## src/rtl/unified_mem_arbiter_if.sv

```systemverilog
// Request, response and memory-side signals of the unified memory arbiter.
// slave: arbiter view; master: requester/memory environment view.
interface unified_mem_arbiter_if;
    logic        if_req;
    logic [31:0] if_addr;
    logic [31:0] if_inst;
    logic        if_valid;
    logic        if_stall;
    logic        dm_read;
    logic        dm_write;
    logic [2:0]  dm_funct3;
    logic [31:0] dm_addr;
    logic [31:0] dm_wdata;
    logic [31:0] dm_rdata;
    logic        dm_valid;
    logic        dm_misalign;
    logic        dm_stall;
    logic        mem_read;
    logic        mem_write;
    logic [2:0]  mem_funct3;
    logic [31:0] mem_addr;
    logic [31:0] mem_wdata;
    logic [31:0] mem_rdata;
    logic [15:0] perf_if_stalls;
    logic [15:0] perf_dm_stalls;

    modport slave (
        input  if_req, if_addr, dm_read, dm_write, dm_funct3, dm_addr, dm_wdata, mem_rdata,
        output if_inst, if_valid, if_stall, dm_rdata, dm_valid, dm_misalign, dm_stall,
        output mem_read, mem_write, mem_funct3, mem_addr, mem_wdata,
        output perf_if_stalls, perf_dm_stalls
    );

    modport master (
        output if_req, if_addr, dm_read, dm_write, dm_funct3, dm_addr, dm_wdata, mem_rdata,
        input  if_inst, if_valid, if_stall, dm_rdata, dm_valid, dm_misalign, dm_stall,
        input  mem_read, mem_write, mem_funct3, mem_addr, mem_wdata,
        input  perf_if_stalls, perf_dm_stalls
    );
endinterface

```

## src/rtl/unified_mem_arbiter.sv

```systemverilog
// Per-cycle arbiter between instruction fetch and load/store for a single-ported memory.
// Optional stall counters are enabled by defining ARB_PERF_CNT_EN.
module unified_mem_arbiter #(
    parameter int unsigned INST_BASE  = 128,
    parameter int unsigned ADDR_BITS  = 9,
    parameter int unsigned STARVE_MAX = 4
) (
    input  logic                  clk,
    input  logic                  rst,
    unified_mem_arbiter_if.slave  bus
);
    typedef enum logic [1:0] {StIdle, StGntIf, StGntDm} state_e;

    localparam logic [3:0] StarveMax = 4'(STARVE_MAX);

    state_e                 state_q, state_d;
    logic [3:0]             starve_q, starve_d;
    logic [31:0]            if_inst_q, dm_rdata_q;
    logic                   misalign_q;
    logic                   dm_req, is_store, dm_bad;
    logic                   gnt_if, gnt_dm;
    logic [ADDR_BITS-1:0]   fetch_addr;

    assign dm_req     = bus.dm_read | bus.dm_write;
    assign is_store   = bus.dm_write;
    assign gnt_dm     = dm_req & ~(bus.if_req & (starve_q == StarveMax));
    assign gnt_if     = bus.if_req & ~gnt_dm;
    assign fetch_addr = bus.if_addr[ADDR_BITS-1:0] + ADDR_BITS'(INST_BASE);

    always_comb begin
        dm_bad = 1'b0;
        case (bus.dm_funct3)
            3'b000:  dm_bad = 1'b0;
            3'b001:  dm_bad = bus.dm_addr[0];
            3'b010:  dm_bad = |bus.dm_addr[1:0];
            3'b100:  dm_bad = is_store;
            3'b101:  dm_bad = is_store | bus.dm_addr[0];
            default: dm_bad = 1'b1;
        endcase
    end

    always_comb begin
        state_d  = gnt_if ? StGntIf : (gnt_dm ? StGntDm : StIdle);
        starve_d = starve_q;
        if (!bus.if_req || gnt_if) begin
            starve_d = 4'd0;
        end else if (gnt_dm && starve_q != StarveMax) begin
            starve_d = starve_q + 4'd1;
        end
    end

    always_comb begin
        bus.mem_read   = 1'b0;
        bus.mem_write  = 1'b0;
        bus.mem_funct3 = 3'b000;
        bus.mem_addr   = 32'd0;
        bus.mem_wdata  = 32'd0;
        if (gnt_if) begin
            bus.mem_read   = 1'b1;
            bus.mem_funct3 = 3'b010;
            bus.mem_addr   = 32'(fetch_addr);
        end else if (gnt_dm) begin
            bus.mem_funct3 = bus.dm_funct3;
            bus.mem_addr   = 32'(bus.dm_addr[ADDR_BITS-1:0]);
            bus.mem_wdata  = bus.dm_wdata;
            if (!dm_bad) begin
                bus.mem_write = is_store;
                bus.mem_read  = ~is_store;
            end
        end
        // Memory strobes must die the instant reset asserts, even mid-cycle.
        if (!rst) begin
            bus.mem_read  = 1'b0;
            bus.mem_write = 1'b0;
        end
    end

    always_ff @(posedge clk or negedge rst) begin
        if (!rst) begin
            state_q    <= StIdle;
            starve_q   <= 4'd0;
            if_inst_q  <= 32'd0;
            dm_rdata_q <= 32'd0;
            misalign_q <= 1'b0;
        end else begin
            state_q    <= state_d;
            starve_q   <= starve_d;
            misalign_q <= gnt_dm & dm_bad;
            if (gnt_if) begin
                if_inst_q <= bus.mem_rdata;
            end
            if (gnt_dm) begin
                if (dm_bad) begin
                    dm_rdata_q <= 32'd0;
                end else if (!is_store) begin
                    dm_rdata_q <= bus.mem_rdata;
                end
            end
        end
    end

    // The state holds last cycle's grant, so it directly forms the completion pulses.
    assign bus.if_valid    = (state_q == StGntIf);
    assign bus.dm_valid    = (state_q == StGntDm);
    assign bus.if_inst     = if_inst_q;
    assign bus.dm_rdata    = dm_rdata_q;
    assign bus.dm_misalign = misalign_q;
    assign bus.if_stall    = bus.if_req & ~gnt_if;
    assign bus.dm_stall    = dm_req & ~gnt_dm;

`ifdef ARB_PERF_CNT_EN
    logic [15:0] perf_if_q, perf_dm_q;

    always_ff @(posedge clk or negedge rst) begin
        if (!rst) begin
            perf_if_q <= 16'd0;
            perf_dm_q <= 16'd0;
        end else begin
            if (bus.if_stall && perf_if_q != 16'hFFFF) begin
                perf_if_q <= perf_if_q + 16'd1;
            end
            if (bus.dm_stall && perf_dm_q != 16'hFFFF) begin
                perf_dm_q <= perf_dm_q + 16'd1;
            end
        end
    end

    assign bus.perf_if_stalls = perf_if_q;
    assign bus.perf_dm_stalls = perf_dm_q;
`else
    assign bus.perf_if_stalls = 16'd0;
    assign bus.perf_dm_stalls = 16'd0;
`endif
endmodule

```

## src/flat_wrapper.sv

```systemverilog
// flat-port wrapper written by rule: the top's interface ports become plain ports
module unified_mem_arbiter_flat 
#(
    parameter int unsigned INST_BASE  = 128,
    parameter int unsigned ADDR_BITS  = 9,
    parameter int unsigned STARVE_MAX = 4
)
  (clk, rst, bus_if_req, bus_if_addr, bus_dm_read, bus_dm_write, bus_dm_funct3, bus_dm_addr, bus_dm_wdata, bus_mem_rdata, bus_if_inst, bus_if_valid, bus_if_stall, bus_dm_rdata, bus_dm_valid, bus_dm_misalign, bus_dm_stall, bus_mem_read, bus_mem_write, bus_mem_funct3, bus_mem_addr, bus_mem_wdata, bus_perf_if_stalls, bus_perf_dm_stalls);
  unified_mem_arbiter_if bus_i ();
  input  logic clk;
  input  logic rst;
  input wire logic [$bits(bus_i.if_req)-1:0] bus_if_req;
  input wire logic [$bits(bus_i.if_addr)-1:0] bus_if_addr;
  input wire logic [$bits(bus_i.dm_read)-1:0] bus_dm_read;
  input wire logic [$bits(bus_i.dm_write)-1:0] bus_dm_write;
  input wire logic [$bits(bus_i.dm_funct3)-1:0] bus_dm_funct3;
  input wire logic [$bits(bus_i.dm_addr)-1:0] bus_dm_addr;
  input wire logic [$bits(bus_i.dm_wdata)-1:0] bus_dm_wdata;
  input wire logic [$bits(bus_i.mem_rdata)-1:0] bus_mem_rdata;
  output wire logic [$bits(bus_i.if_inst)-1:0] bus_if_inst;
  output wire logic [$bits(bus_i.if_valid)-1:0] bus_if_valid;
  output wire logic [$bits(bus_i.if_stall)-1:0] bus_if_stall;
  output wire logic [$bits(bus_i.dm_rdata)-1:0] bus_dm_rdata;
  output wire logic [$bits(bus_i.dm_valid)-1:0] bus_dm_valid;
  output wire logic [$bits(bus_i.dm_misalign)-1:0] bus_dm_misalign;
  output wire logic [$bits(bus_i.dm_stall)-1:0] bus_dm_stall;
  output wire logic [$bits(bus_i.mem_read)-1:0] bus_mem_read;
  output wire logic [$bits(bus_i.mem_write)-1:0] bus_mem_write;
  output wire logic [$bits(bus_i.mem_funct3)-1:0] bus_mem_funct3;
  output wire logic [$bits(bus_i.mem_addr)-1:0] bus_mem_addr;
  output wire logic [$bits(bus_i.mem_wdata)-1:0] bus_mem_wdata;
  output wire logic [$bits(bus_i.perf_if_stalls)-1:0] bus_perf_if_stalls;
  output wire logic [$bits(bus_i.perf_dm_stalls)-1:0] bus_perf_dm_stalls;
  assign bus_i.if_req = bus_if_req;
  assign bus_i.if_addr = bus_if_addr;
  assign bus_i.dm_read = bus_dm_read;
  assign bus_i.dm_write = bus_dm_write;
  assign bus_i.dm_funct3 = bus_dm_funct3;
  assign bus_i.dm_addr = bus_dm_addr;
  assign bus_i.dm_wdata = bus_dm_wdata;
  assign bus_i.mem_rdata = bus_mem_rdata;
  assign bus_if_inst = bus_i.if_inst;
  assign bus_if_valid = bus_i.if_valid;
  assign bus_if_stall = bus_i.if_stall;
  assign bus_dm_rdata = bus_i.dm_rdata;
  assign bus_dm_valid = bus_i.dm_valid;
  assign bus_dm_misalign = bus_i.dm_misalign;
  assign bus_dm_stall = bus_i.dm_stall;
  assign bus_mem_read = bus_i.mem_read;
  assign bus_mem_write = bus_i.mem_write;
  assign bus_mem_funct3 = bus_i.mem_funct3;
  assign bus_mem_addr = bus_i.mem_addr;
  assign bus_mem_wdata = bus_i.mem_wdata;
  assign bus_perf_if_stalls = bus_i.perf_if_stalls;
  assign bus_perf_dm_stalls = bus_i.perf_dm_stalls;
  unified_mem_arbiter #(.INST_BASE(INST_BASE), .ADDR_BITS(ADDR_BITS), .STARVE_MAX(STARVE_MAX)) u_core (.clk(clk), .rst(rst), .bus(bus_i));
endmodule
```

## config.mk

```make
export PLATFORM = sky130hd
export DESIGN_NAME = unified_mem_arbiter_flat
export DESIGN_NICKNAME = d
export VERILOG_FILES = /design/src/rtl/unified_mem_arbiter_if.sv /design/src/rtl/unified_mem_arbiter.sv /design/src/flat_wrapper.sv
export SDC_FILE = /design/constraint.sdc
export NUM_CORES = 1
export LEC_CHECK = 0
export ABC_CLOCK_PERIOD_IN_PS = 2400
export CAP_MARGIN = 20
export CORE_AREA = 2 2 119 121
export CTS_CLUSTER_DIAMETER = 80
export DETAILED_ROUTE_END_ITERATION = 16
export DIE_AREA = 0 0 121 123
export PLACE_DENSITY = 0.88
export SYNTH_ARGS = -nofsm -noshare
export SYNTH_HDL_FRONTEND = slang
export SYNTH_SLANG_ARGS = --single-unit
```

## constraint.sdc

```tcl
create_clock -name clk -period 2.4 [get_ports clk]
set_input_delay 0.48 -clock clk [delete_from_list [all_inputs] [get_ports clk]]
set_output_delay 0.48 -clock clk [all_outputs]
set_load 0.01 [all_outputs]
```

## Word level (Yosys, flattened, before mapping)

Index checks and enable logic that the tools add are counted.

- Bits of input ports: 136
- Output and inout port bits: 170
- Word-level logic and storage cells: 56
- Flip-flop bits (word level): 71

- Eq/ne operators: 9
- $add $sub $neg: 2
- Mux-type cells: 21
- Bitwise logic cells: 12
- Reductions and logical operators: 7

Operators with widths:

| operator | count |
|---|---|
| $mux 32 | 5 |
| $add 9x8->9 const B | 1 |
| $mux 9 | 1 |
| $mux 1 | 8 |
| $mux 4 | 2 |
| $and 1x1->1 | 6 |
| $eq 3x3->1 const B | 2 |
| $mux 3 | 2 |
| $pmux 1 s5 | 1 |
| $add 4x1->4 const B | 1 |
| $eq 4x3->1 const B | 1 |
| $mux 2 | 2 |
| $ne 4x3->1 const B | 1 |
| $not 1->1 | 4 |
| $eq 3x1->1 const B | 1 |
| $eq 3x2->1 const B | 1 |
| $logic_not 3->1 | 1 |
| $eq 2x1->1 const B | 1 |
| $eq 2x2->1 const B | 1 |
| $ne 2x1->1 const B | 1 |
| $or 1x1->1 | 2 |
| $reduce_and 2->1 | 1 |
| $reduce_bool 2->1 | 1 |
| $reduce_or 2->1 | 1 |
| other kinds (3) | 3 |

## Longest topological paths before layout

- Depth after elaboration: 8
- Mapped depth: 7
- Mapped depth without buffers: 6

## Worst setup path after synthesis

OpenSTA, ideal clock, no wires.

- Path type: register -> output
- From: reg u_core.starve_q[0]
- To: out bus_mem_addr[0]
- Arrival: 1.458 ns
- Stages on the path, launching flop included: 8
- Required time: 1.920 ns
- Setup slack: 0.462 ns
- Path buffers: 2
- Cells stage by stage: dfrtp_1 > inv_1 > ha_1 > nand4b_1 > clkbuf_1 > buf_2 > nand3_1 > o21ai_0

- Word-level cells in the longest chain between the ends: 7
- Elaborated cells between the ends (all ways): 8
- Those cells by class: eq/ne: 1; mux: 2; bitwise: 5

RTL lines:

| item | line | RTL |
|---|---|---|
| start: declaration | unified_mem_arbiter.sv:17 | `logic [3:0] starve_q, starve_d;` |
| start signal: assignment | unified_mem_arbiter.sv:87 | `starve_q <= starve_d;` |
| $eq 4x3->1 (*) | unified_mem_arbiter.sv:26 | `assign gnt_dm = dm_req & ~(bus.if_req & (starve_q == StarveMax));` |
| $and 1x1->1 (*) | unified_mem_arbiter.sv:26 |  |
| $not 1->1 (*) | unified_mem_arbiter.sv:26 |  |
| $and 1x1->1 (*) | unified_mem_arbiter.sv:26 |  |
| $not 1->1 | unified_mem_arbiter.sv:27 | `assign gnt_if = bus.if_req & ~gnt_dm;` |
| $and 1x1->1 | unified_mem_arbiter.sv:27 |  |
| $mux 32 (*) | unified_mem_arbiter.sv:58 | `if (gnt_if) begin` |
| end: declaration | flat_wrapper.sv:30 | `output wire logic [$bits(bus_i.mem_addr)-1:0] bus_mem_addr;` |

Every way passes the cells marked *; elsewhere a longest branch is shown, timed or not.

## Worst setup path after layout

- From: reg u_core.starve_q[1]
- To: out bus_mem_addr[6]

Same word-level chain as after synthesis.

==> summary.txt <==
Placed design
  • Detailed placer's ending HPWL: 10310 um
  • Post-Place Cell Area: 6678 um^2
  • Gp weighted congestion: 0.7693
  • Count of port buffers added during placement: 204

Setup path
  • CP most frequent cell: buf_4
  • Cells along the critical path: inv_1 -> ha_2 -> and4b_1 -> nor2_1 -> buf_4 -> buf_4 -> o21ai_0 -> clkbuf_2
  • Data arrival time of the critical path: 1850 ps
  • Worst Setup Start Kind: flop
  • Largest stage delay on the critical path: 370 ps
  • CP bufs+invs: 4
  • Worst reg-to-reg setup slack: 400 ps
  • R2r worst-path depth: 6
  • CP Data Required Time: 1920 ps
  • Crit end category: output port
  • Maximum fanout along the worst path: 9
  • Worst-path cell with the longest stage delay: dfrtp_1
  • R2r endpoint: u_core.bus.if_inst[7]
  • Kind of cell adding the most delay to the critical path: buffers and inverters
  • Path type of the worst setup path: reg -> out
  • Worst flop-to-flop path startpoint: u_core.starve_q[1]

Hold path
  • Worst min-delay path class: in -> async

GRT
  • GR Util All Layers: 19.98%
  • GR Layer Usage met1: 23.70%
  • Number of global-route vias before repair: 4465
  • Global routing usage on met3: 4.336%
  • Maximum number of pins on one net before global-route repair: 69
  • Global Route met2 Usage: 35.71%
  • Wire length of the first global-routing pass: 23160 um
  • Global routing's busiest layer: met2
  • Antenna violations before repair: 0
  • Overflow left after global routing: 0

STA
  • Fin Setup TNS: 0 ps
  • Final period util: 97.04%
  • Max Clock Freq: 429.4 MHz
  • Worst slew margin: 39.06%
  • Number of endpoints failing setup at the final stage: 0
  • Final setup skew: 8.145 ps
  • Unrepaired setup endpoints after global routing: yes
  • Worst slack on hold paths: 498.9 ps
  • Number of endpoints with negative hold slack in the final report: 0
  • Number of max-slew violations in the final report: 0
  • Clock period minus final worst setup slack: 2329 ps
  • Actual transition at the worst max-transition pin: 914.1 ps

Logic synthesis
  • Xor and xnor area share after synthesis: 0.5766%
  • Yosys warnings: 0
  • Area leader, netlist: dfrtp_1
  • Synthesized area divided by synthesized cell count: 9.863 um^2
  • Most frequent cells after synthesis: dfrtp_1, buf_4, nand3_1, o21ai_0, nor2b_1
  • Cells after Synth: 462
  • Fraction of registers with async set/reset: 100.0%
  • Flip-flop and latch count after synthesis: 71
  • Share of the synthesized area in compound gates (AO/OA/AOI/OAI): 17.66%
  • Flip-flop cell with the highest count after synthesis: dfrtp_1
  • Main combinational cell family by area after synthesis: compound AO/OA/AOI/OAI gates
  • Number of synthesized flops with an enable pin: 0
  • Fraction of the mapped netlist area in simple logic gates: 17.38%
  • Sequential element share of the synthesized area: 38.99%
  • Proportion of netlist area held by the largest area contributor: 38.99%
  • Fraction of synthesized area in multiplexers: 9.555%
  • Top-count cell post-synth: dfrtp_1
  • Post-synthesis instance area: 4557 um^2
  • Number of unique standard cell types used by synthesis: 40
  • Largest cells by area after synthesis: dfrtp_1, buf_4, mux2_4
  • Fraction of the mapped netlist area in adder cells: 0.5491%

Routing
  • Routed wire length per instance: 17.15 um
  • DR DRC count: 0
  • First-pass iteration count of the detailed router: 5
  • Vias: 4342
  • Detailed-route vias per instance: 5.049
  • Number of nets still failing antenna checks after routing: 0
  • Number of design-rule violations left by the first detailed-router iteration: 327
  • Routed WL: 14750 um

Clock network
  • Total CTS buffers: 9
  • Clock insertion delay at the later pin of the skew report: 340 ps
  • Total number of H-tree levels: 3
  • Clock tree from TritonCTS: built
  • Buffer levels on the longest clock path: 2
  • Count of clock tree sinks: 71
  • Clock root cell: clkbuf_16
  • Clock transition at the registers of the reported paths: 60 ps

Floorplanning
  • Io pins: 306
  • Area of the core: 13610 um^2
  • Number of cell rows: 43
  • Die Width: 121 um
  • Y dimension of the die: 123 um
  • Initial Util: 33.48%
  • Total Die Area: 14880 um^2

Power
  • PwrDens: 581.5 nW/um^2
  • LEAKAGE: 3.190 nW
  • Worst vdd ir: 0.2783 mV

Cells and area
  • Post-route standard cell area excluding fillers: 7009 um^2
  • Footprint of the multi-input gates: 2331 um^2
  • Area growth from synthesis to final layout: 53.82%
  • Diode insertion count for antenna repair: 0
  • Nets: 813
  • Final core occ: 51.49%
  • Layout cells sized above 1: 17.35%
  • Count of filler cells inserted in the layout: 1200
  • Sequential Area: 1777 um^2

Run status
  • Result of the run: completed

Flow run
  • Max_cap viols: 0
## per-stage QoR
| step | setup slack [ps] | power (mW) | instances |
|---|---|---|---|
| final | 71.06 | 4.076 | 860 |
| after global routing | -40.08 | 4.294 | 860 |
| after CTS | 8.543 | 4.115 | 859 |
| after detailed placement | -416.9 | 2.676 | 835 |
| after global placement | -440.1 | 2.645 | 835 |
| after floorplan | 462.4 | 2.016 | 516 |
## what timing repair did
action,CTS,global route
cloned,2,0
hold buffers,1,0
hold endpoints to repair,3,0
resized for setup,66,66
endpoints found under the setup margin,48,45
pin swaps,2,2
setup buffers,5,1
## cell usage in the layout, fill, tap and decap left out, types with 5 or more instances in the layout
cell type / count
clkdlybuf4s50_1: 149
dfrtp_1: 71
conb_1: 55
nand3_1: 41
buf_4: 40
o21ai_0: 35
and3_1: 34
nor2b_1: 34
o2111ai_1: 33
o211ai_1: 32
clkdlybuf4s15_1: 29
mux2_4: 20
clkbuf_2: 15
clkbuf_16: 9
nand2_1: 8
dlygate4sd2_1: 7
mux2_1: 6
mux2_2: 6
inv_1: 5
nor2_1: 5
## flip-flops by register name (all words and copies together) (netlist names)
name	cells
u_core.starve_q	4
u_core.bus.if_inst	32
u_core.bus.dm_misalign	1
u_core.bus.dm_rdata	32
u_core.state_q	2
## layout make-up
type	instances	share of cell area (%)
multi-input combinational	338	33.26
clock inverter	7	1.375
clock buffer	9	3.213
tap	180	3.213
sequential	71	25.35
timing repair buffer	250	33.33
inverter	5	0.2678
## routing by layer
layer / up-vias / part of all wire, %
met1: 2103 / 41
met2: 216 / 51
li1: 2006 / -
met5: - / 0
met4: 0 / 1.5
met3: 17 / 6.7
## report_power, final
group | switching (mW) | internal, mW | leakage, nW | total (mW)
clock network | 0.539 | 0.913 | 0.160 | 1.45
logic | 0.503 | 0.673 | 2.13 | 1.18
registers | 0.0958 | 1.35 | 0.903 | 1.45
total | 1.14 | 2.94 | 3.19 | 4.08
## cell families after synthesis
family          Yosys count
other cells               1
flops                    71
mux                      32
simple gates            135
xor+xnor                  3
compound gates          111
fa+ha+maj                 2
buf+inv                 107
## how the worst max path moves through the flow
stage / cells past startpoint / startpoint / slack, ps / end
6_report: 8 / u_core.starve_q[1] / 70 / bus_mem_addr[6]
4_1_cts: 8 / u_core.starve_q[0] / 9 / bus_mem_read
2_1_floorplan: 7 / u_core.starve_q[0] / 460 / bus_mem_addr[0]
3_3_place_gp: 5 / bus_dm_addr[0] / -440 / bus_mem_read
5_1_grt: 8 / u_core.starve_q[0] / -40 / bus_mem_addr[6]
3_5_place_dp: 5 / bus_dm_addr[0] / -420 / bus_mem_read
(Power assumes the default switching activity.)
